### src/rtl/rotate_pkg.sv
// rotate_pkg: shared widths, default requester count and scheduler FSM states
package rotate_pkg;
  localparam int DW       = 8;
  localparam int AW       = 3;
  localparam int NREQ_DEF = 4;
  typedef enum logic [1:0] {
    IDLE = 2'd0,
    EXEC = 2'd1,
    DONE = 2'd2
  } state_t;
endpackage

### src/rtl/barrel_shifter_8.sv
// barrel_shifter_8: combinational 8-bit left/right rotator
module barrel_shifter_8 import rotate_pkg::*; (
  input  logic [DW-1:0] num,
  input  logic [AW-1:0] amt,
  input  logic          LR,
  output logic [DW-1:0] out
);
  logic [AW-1:0] w_sh;
  // a left rotate by k is a right rotate by (8-k) mod 8
  assign w_sh = LR ? AW'(0) - amt : amt;
  // each output bit picks the source bit w_sh positions above it, wrapping mod 8
  always_comb begin
    out = '0;
    for (int j = 0; j < DW; j++) out[j] = num[AW'(j) + w_sh];
  end
endmodule

### src/rtl/rotate_scheduler.sv
// rotate_scheduler: round-robin arbiter sharing one barrel rotator among NREQ requesters
module rotate_scheduler import rotate_pkg::*; #(
  parameter int NREQ = NREQ_DEF,
  parameter int IDW  = 2
) (
  input  logic               clk,
  input  logic               rst_n,
  input  logic [NREQ-1:0]    req_valid,
  input  logic [DW*NREQ-1:0] req_num,
  input  logic [AW*NREQ-1:0] req_amt,
  input  logic [NREQ-1:0]    req_lr,
  output logic [NREQ-1:0]    req_ready,
  output logic               rsp_valid,
  output logic [DW-1:0]      rsp_data,
  output logic [IDW-1:0]     rsp_id,
  input  logic               rsp_ready,
  output logic               busy
);
  state_t         r_state;
  logic [IDW-1:0] r_rr_ptr;
  logic [DW-1:0]  r_num;
  logic [AW-1:0]  r_amt;
  logic           r_lr;
  logic [IDW-1:0] r_id;
  logic           r_rsp_valid;
  logic [DW-1:0]  r_rsp_data;
  logic [IDW-1:0] r_rsp_id;
  logic           w_grant;
  logic [IDW-1:0] w_win;
  logic [IDW:0]   w_sum;
  logic [IDW-1:0] w_idx;
  logic [DW-1:0]  w_rot;
  // scan from the pointer downwards so the entry closest to rr_ptr wins last
  always_comb begin
    w_grant = 1'b0;
    w_win   = '0;
    w_sum   = '0;
    w_idx   = '0;
    for (int k = NREQ - 1; k >= 0; k--) begin
      w_sum = {1'b0, r_rr_ptr} + (IDW + 1)'(k);
      w_idx = (w_sum >= (IDW + 1)'(NREQ)) ? IDW'(w_sum - (IDW + 1)'(NREQ)) : IDW'(w_sum);
      if (req_valid[w_idx]) begin
        w_grant = 1'b1;
        w_win   = w_idx;
      end
    end
  end
  assign req_ready = (r_state == IDLE && w_grant) ? NREQ'(1) << w_win : '0;
  assign rsp_valid = r_rsp_valid;
  assign rsp_data  = r_rsp_data;
  assign rsp_id    = r_rsp_id;
  assign busy      = (r_state != IDLE);
  barrel_shifter_8 u_rot (
    .num (r_num),
    .amt (r_amt),
    .LR  (r_lr),
    .out (w_rot)
  );
  // accept in IDLE, rotate in EXEC, hold the response in DONE until consumed
  always_ff @(posedge clk or negedge rst_n) begin
    if (!rst_n) begin
      r_state     <= IDLE;
      r_rr_ptr    <= '0;
      r_num       <= '0;
      r_amt       <= '0;
      r_lr        <= 1'b0;
      r_id        <= '0;
      r_rsp_valid <= 1'b0;
      r_rsp_data  <= '0;
      r_rsp_id    <= '0;
    end else begin
      unique case (r_state)
        IDLE: if (w_grant) begin
          r_state  <= EXEC;
          r_num    <= req_num[DW*w_win +: DW];
          r_amt    <= req_amt[AW*w_win +: AW];
          r_lr     <= req_lr[w_win];
          r_id     <= w_win;
          r_rr_ptr <= (w_win == IDW'(NREQ - 1)) ? '0 : w_win + 1'b1;
        end
        EXEC: begin
          r_state     <= DONE;
          r_rsp_data  <= w_rot;
          r_rsp_id    <= r_id;
          r_rsp_valid <= 1'b1;
        end
        DONE: if (rsp_ready) begin
          r_state     <= IDLE;
          r_rsp_valid <= 1'b0;
        end
        default: r_state <= IDLE;
      endcase
    end
  end
endmodule

### config.mk
export PLATFORM = sky130hd
export DESIGN_NAME = rotate_scheduler
export DESIGN_NICKNAME = d
export VERILOG_FILES = /design/src/rtl/rotate_pkg.sv /design/src/rtl/barrel_shifter_8.sv /design/src/rtl/rotate_scheduler.sv
export SDC_FILE = /design/constraint.sdc
export NUM_CORES = 1
export LEC_CHECK = 0
export ABC_AREA = 1
export BUFFER_PORTS_ARGS = -buffer_cell sky130_fd_sc_hd__buf_2
export CELL_PAD_IN_SITES_DETAIL_PLACEMENT = 1
export CELL_PAD_IN_SITES_GLOBAL_PLACEMENT = 1
export CORE_MARGIN = 2
export CORE_UTILIZATION = 31
export CTS_BUF_LIST = sky130_fd_sc_hd__clkbuf_8 sky130_fd_sc_hd__clkbuf_16
export DETAILED_ROUTE_END_ITERATION = 12
export PLACE_DENSITY_LB_ADDON = 0.1
export SLEW_MARGIN = 5
export SYNTH_ARGS = -nofsm -noshare
export SYNTH_HDL_FRONTEND = slang
export SYNTH_SLANG_ARGS = --single-unit
### constraint.sdc
create_clock -name clk -period 2.3 [get_ports clk]
set_clock_uncertainty 0.05 [all_clocks]
set_input_delay 0.345 -clock clk [delete_from_list [all_inputs] [get_ports clk]]
set_output_delay 0.345 -clock clk [all_outputs]
set_load 0.005 [all_outputs]
# == After elaboration in Yosys (flattened, before gate mapping) ==
# Index checks and enable logic that the tools add are counted.
# word_totals
ff_bits,29
latchBits,0
ram_bits,0
rom_bits,0
in_bits,55
output_inout_bits,16
n_memories,0
# classes
n_addsub,16
n_mul,1
div,0
order_cmp,17
eq_ne,5
shift,3
mux,46
bitwise,0
reduce_logical,7
# ops
operator,count
< comparator 3 x 4 -> 1 bit (second input constant),8
indexed part select 32 x 6 -> 8 bit,1
binary-select mux 1 bit (select 3 bit),8
2-to-1 mux 2 bit,11
2-to-1 mux 1 bit,18
< comparator 2 x 3 -> 1 bit (second input constant),5
adder 3 bit (first input constant),4
indexed part select 12 x 5 -> 3 bit,1
binary-select mux 1 bit (select 2 bit),5
greater-or-equal comparator 3 bit (second input constant),3
subtractor 2 x 1 -> 2 bit (second input constant),4
adder 2 x 2 -> 3 bit (second input constant),2
adder 2 x 3 -> 3 bit (first input constant),2
one-hot mux 2 bit (3 select lines),1
AND reduction 2 bit,3
equality test 2 bit (second input constant),2
multiplier 2 x 2 -> 4 bit (first input constant),1
2-to-1 mux 4 bit,1
!= test 2 bit (second input constant),2
nonzero test 2 bit,2
<< shifter 1 x 2 -> 4 bit (first input constant),1
adder 1 x 3 -> 3 bit (first input constant),1
adder 2 x 1 -> 3 bit (second input constant),1
greater-or-equal comparator 2 x 3 -> 1 bit (second input constant),1
7 further kinds,7

# == Longest topological paths before layout ==
# logic_depth
word_depth,11
ltp_mapped,15
ltp_nobuf,13

# == By module ==
# A second synthesis with hierarchy kept.
# hier_totals
hier_cells,384
hier_area_um2,2409.8
# modules_own_cells
mod,n_inst,cells_per_inst,area_per_inst_um2,seq_area_each_um2
rotate_scheduler,1,273,1918.1,725.7
barrel_shifter_8,1,111,491.7,0.0

# == Least setup slack after synthesis ==
# No wires, ideal clock.
# synth_path
path_kind,reg2reg
start,register r_amt[0]
end,"register r_rsp_data[1], in the netlist rsp_data[1]"
setup_time_ns,0.121
t_arrival_ns,2.207
t_required_ns,2.129
path_slack_ns,-0.078
path_stages_with_launch,12
path_cell_list,dfrtp_1 -> clkbuf_1 -> clkbuf_1 -> inv_1 -> ha_1 -> nand2_1 -> o21ai_2 -> ha_1 -> inv_1 -> o21ai_0 -> o21ai_0 -> o22a_1
# synth_via
elab_chain_cells,5
# synth_rtl
item,line_no,rtl
"start, declared",rotate_scheduler.sv:22,logic [AW-1:0] r_amt;
"start signal, assigned",rotate_scheduler.sv:76,r_amt <= req_amt[AW*w_win +: AW];
subtractor 1 x 3 -> 3 bit,barrel_shifter_8.sv:10,assign w_sh = LR ? AW'(0) - amt : amt;
2-to-1 mux 3 bit *,barrel_shifter_8.sv:10,
adder 1 x 3 -> 3 bit *,barrel_shifter_8.sv:14,for (int j = 0; j < DW; j++) out[j] = num[AW'(j) + w_sh];
binary-select mux 1 bit (select 3 bit) *,barrel_shifter_8.sv:14,
2-to-1 mux 1 bit (not written as such) *,barrel_shifter_8.sv:14,
"end signal, assigned",rotate_scheduler.sv:83,r_rsp_data <= w_rot;
"end, declared",rotate_scheduler.sv:26,logic [DW-1:0] r_rsp_data;
# Every way passes the cells marked *; elsewhere a longest branch is shown, timed or not. The select of a mux whose other input is x is not followed.
# A chain may end at the register's enable or synchronous reset.

# == Final worst setup path ==
# layout_path
start,register r_rr_ptr[0]
end,output req_ready[3]
# layout_via
elab_chain_cells,11
word_cells_on_any_way,34
cone_classes,7 x add/sub; 4 x order compare; 1 x shift; 21 x mux; 1 x reduce/logical
# layout_rtl
item,line_no,rtl
"start, declared",rotate_scheduler.sv:20,logic [IDW-1:0] r_rr_ptr;
"start signal, assigned",rotate_scheduler.sv:79,r_rr_ptr <= (w_win == IDW'(NREQ - 1)) ? '0 : w_win + 1'b1;
adder 2 x 2 -> 3 bit,rotate_scheduler.sv:40,"w_sum = {1'b0, r_rr_ptr} + (IDW + 1)'(k);"
greater-or-equal comparator 3 bit or subtractor 2 x 1 -> 2 bit (tied branches),rotate_scheduler.sv:41,w_idx = (w_sum >= (IDW + 1)'(NREQ)) ? IDW'(w_sum - (IDW + 1)'(NREQ)) : IDW'(w_sum);
2-to-1 mux 2 bit,rotate_scheduler.sv:41,
binary-select mux 1 bit (select 2 bit),rotate_scheduler.sv:42,if (req_valid[w_idx]) begin
2-to-1 mux 1 bit (not written as such),rotate_scheduler.sv:42,
2-to-1 mux 2 bit or 2-to-1 mux 1 bit (tied branches) (4 in a row),rotate_scheduler.sv:42,
<< shifter 1 x 2 -> 4 bit or logical AND 1 bit (tied branches),rotate_scheduler.sv:48,assign req_ready = (r_state == IDLE && w_grant) ? NREQ'(1) << w_win : '0;
2-to-1 mux 4 bit *,rotate_scheduler.sv:48,
"end, declared",rotate_scheduler.sv:12,"output logic [NREQ-1:0] req_ready,"
# Marks and branches as above.

==> summary.txt <==
Synthesis
  • Mean post-synth cell area: approximately 6.1 um2
  • Number of flops mapped to enable cells by yosys: 0
  • Leading post-synthesis cells by cell area: dfrtp_1 31%, nand2_1 20%, inv_1 12%
  • Post-Synthesis Net Count: approximately 430
  • Top FF cell, synth: dfrtp_1
  • Synthesis-stage register bit count: 29
  • Sequential share of the synthesized area: 0.315
  • Post-synth cell types: 26
  • Top cells by count, synth: 123 x nand2_1, 75 x inv_1, 54 x nand3_1
  • Share of the synthesized area in the top cell type: 0.315
  • Synth area leader: dfrtp_1
  • Synth Cell Area: ~2300 um2
  • Synth Instances: approximately 380
  • Post-synth ARST share: 1.00
  • Syn. warnings: 0
  • Most common cell in the netlist: nand2_1

Placed design
  • # port buffers: 70
  • Final HPWL DP: around 5.0 mm
  • GP Congestion: ~0.76

STA
  • Worst setup margin: -0.0105 ns
  • Setup violations, final: 1
  • Final hold violations: 0
  • RSZ-0062 raised after global routing: yes
  • Max Freq: ~430 MHz
  • Final period utilization: 1.00
  • Normalized max-slew margin: 0.577
  • Max-slew violation count: 0
  • Setup_tns: -0.0105 ns
  • Worst-Margin Slew: ~0.63 ns
  • Fin crit period: ~2.3 ns

Power and ir drop
  • VDD IR max: roughly 0.00051 V
  • Leakage: ~1.8 nW
  • Pwr dens: 1760 nW/um2

Worst hold path
  • Min-delay worst type: in -> async

Drt
  • DRT Wirelength: around 6.6 mm
  • Drt pass-1 iters: 4
  • DRT antenna net count: 0
  • Via count: between 2000 and 2500
  • Starting DRT DRC Count: 41
  • Drt wl/cell: 11.9 um
  • Vias per inst: between 4 and 5
  • DRC Markers: 0

Floorplan
  • Die area: a little over 8000 um2
  • Core ar.: between 7000 and 8000 um2
  • Initial Utilization: 0.320
  • Row Count: 31
  • I/O Pins: slightly above 70
  • Chip height: about 90 um
  • Die W: 90.2 um

Critical path
  • Slowest stage delay, CP: a little under 0.5 ns
  • Critical Path RT: approximately 1.9 ns
  • Bufs and invs on worst path: 3
  • Kind of critical path: reg -> out
  • Endpoint class of the critical path: output port
  • Cell family with most CP delay: simple AND/OR/NAND/NOR gates
  • Crit path max-delay cell type: dfrtp_2
  • Cell breakdown of the critical path: buf_6 -> nand2_1 -> nand3_2 -> nand2_2 -> nand3_4 -> nand2_2 -> nand2_4 -> nand2_4 -> ha_4 -> inv_2 -> nor2_2 -> buf_2
  • Crit Path Max Fanout: 8
  • Worst setup SP type: register
  • Crit path DAT: 1.92 ns

Finish
  • Fin nets: approximately 500
  • Sequential cell area: 727 um2
  • Number of diodes: 0
  • Multi-input gate area in the final layout: 1290 um2
  • Filler Cell Count: between 1000 and 1500
  • Final core utilization: 0.415
  • Synth-to-layout area growth: 29.8%
  • Share of cells above drive strength 1: 0.276

Clock network
  • CTS tree: yes
  • TritonCTS Buffers: 5
  • Clock transition at the registers of the reported paths: roughly 0.060 ns
  • Clock insertion delay at the later pin of the skew report: ~0.28 ns
  • Sinks on Clock Net: 29
  • Root buf cell: clkbuf_8
  • CTS Buffer Depth: 2
  • Number of H-tree levels: 2
  • Post-CTS Hold Buffers: 0

Global routing
  • Vias in the first global route: 2518
  • Grt ovf: 0
  • Initial antenna violation count: 0
  • Global-route wire length before repair: approximately 11 mm
  • Pin count of the biggest net entering global routing: 30
  • Tot GR Track Use: 0.167

Status
  • Status: finished, violations left
  • Failing checks: negative setup slack

Run
  • Max-cap violation count: 0
-- flip-flops by register name, indices dropped and copies added, names as in the netlist --
register / cells
r_num: 8
rsp_data: 8
r_amt: 3
r_id: 2
r_rr_ptr: 2
r_state: 2
rsp_id: 2
r_lr: 1
rsp_valid: 1
-- stage by stage --
step	cell area (um2)	power [mW]	std cells	hold slack [ns]	setup WS [ns]
final	2990	5.27	552	0.0347	-0.0105
after global routing	2990	5.97	552	0.0857	-0.138
after CTS	2900	5.14	550	0.0581	0.0205
after detailed placement	2770	4.61	540	0.359	0.172
after global placement	2770	4.50	540	0.365	0.236
after floorplan	2310	3.65	375	-0.000591	0.0830
-- placed cells by master (no fill, tap or decap), types with 2 or more instances in the layout --
| cell type | n |
|---|---|
| nand2_2 | 7 |
| nor2_2 | 3 |
| buf_4 | 13 |
| ha_1 | 2 |
| xnor2_1 | 2 |
| dfrtp_1 | 28 |
| buf_6 | 2 |
| o21ai_0 | 26 |
| buf_2 | 70 |
| o21ai_1 | 2 |
| o22a_1 | 8 |
| a21oi_1 | 2 |
| clkbuf_8 | 5 |
| nand2_4 | 4 |
| o21ai_2 | 3 |
| nor2_1 | 13 |
| inv_1 | 75 |
| inv_2 | 3 |
| nand3_1 | 51 |
| clkinv_2 | 2 |
| nand2_1 | 116 |
| nand3_2 | 4 |
-- report_power, final --
group	total, mW	internal (mW)	switching (mW)	leakage, nW
registers	0.967	0.788	0.178	0.346
logic	3.91	1.50	2.41	1.37
clock network	0.391	0.204	0.186	0.0491
-- area by class of cell --
cell class / count / share of cell area
multi-input combinational: 253 / 0.432
sequential: 29 / 0.243
timing repair buffer: 85 / 0.157
inverter: 78 / 0.0987
tap: 99 / 0.0414
clock buffer: 5 / 0.0230
clock inverter: 3 / 0.00460
-- layer usage --
layer / vias to the layer above / share of wire / global-route usage
met1: 1064 / 0.49 / 0.224
met4: 0 / 0.0081 / 0.0423
met2: 65 / 0.46 / 0.278
met3: 4 / 0.047 / 0.0302
li1: 1311 / - / -
met5: - / 0 / 0
-- cells by family after synthesis --
family	Yosys count	synth area share
AND/OR/NAND/NOR	202	0.374
buffers and inverters	93	0.167
AO/OA/AOI/OAI	45	0.117
flip-flops	29	0.315
XOR/XNOR	3	0.0114
adder cells (fa/ha/maj)	3	0.0163
-- timing repair --
action                                  4_1_cts  5_1_grt
endpoints found under the hold margin         0        0
buffers inserted                              2        2
pin swaps                                     1       14
gates resized for setup                      12       19
endpoints found under the setup margin        4        4
cloned                                        0        0
-- worst paths after layout --
path	start	slack [ns]	end	cells after the start
min reg2reg	rsp_id[0]	0.43	rsp_id[0]	2
min	rst_n	0.03	r_rr_ptr[0]	1
max in group asynchronous	rst_n	1.72	r_rr_ptr[0]	1
min in group clk	rsp_ready	0.24	r_state[1]	2
max reg2reg	r_rr_ptr[0]	0.22	r_lr	14
max	r_rr_ptr[0]	-0.01	req_ready[3]	12
No activity file was read; power rests on OpenSTA's default activity.
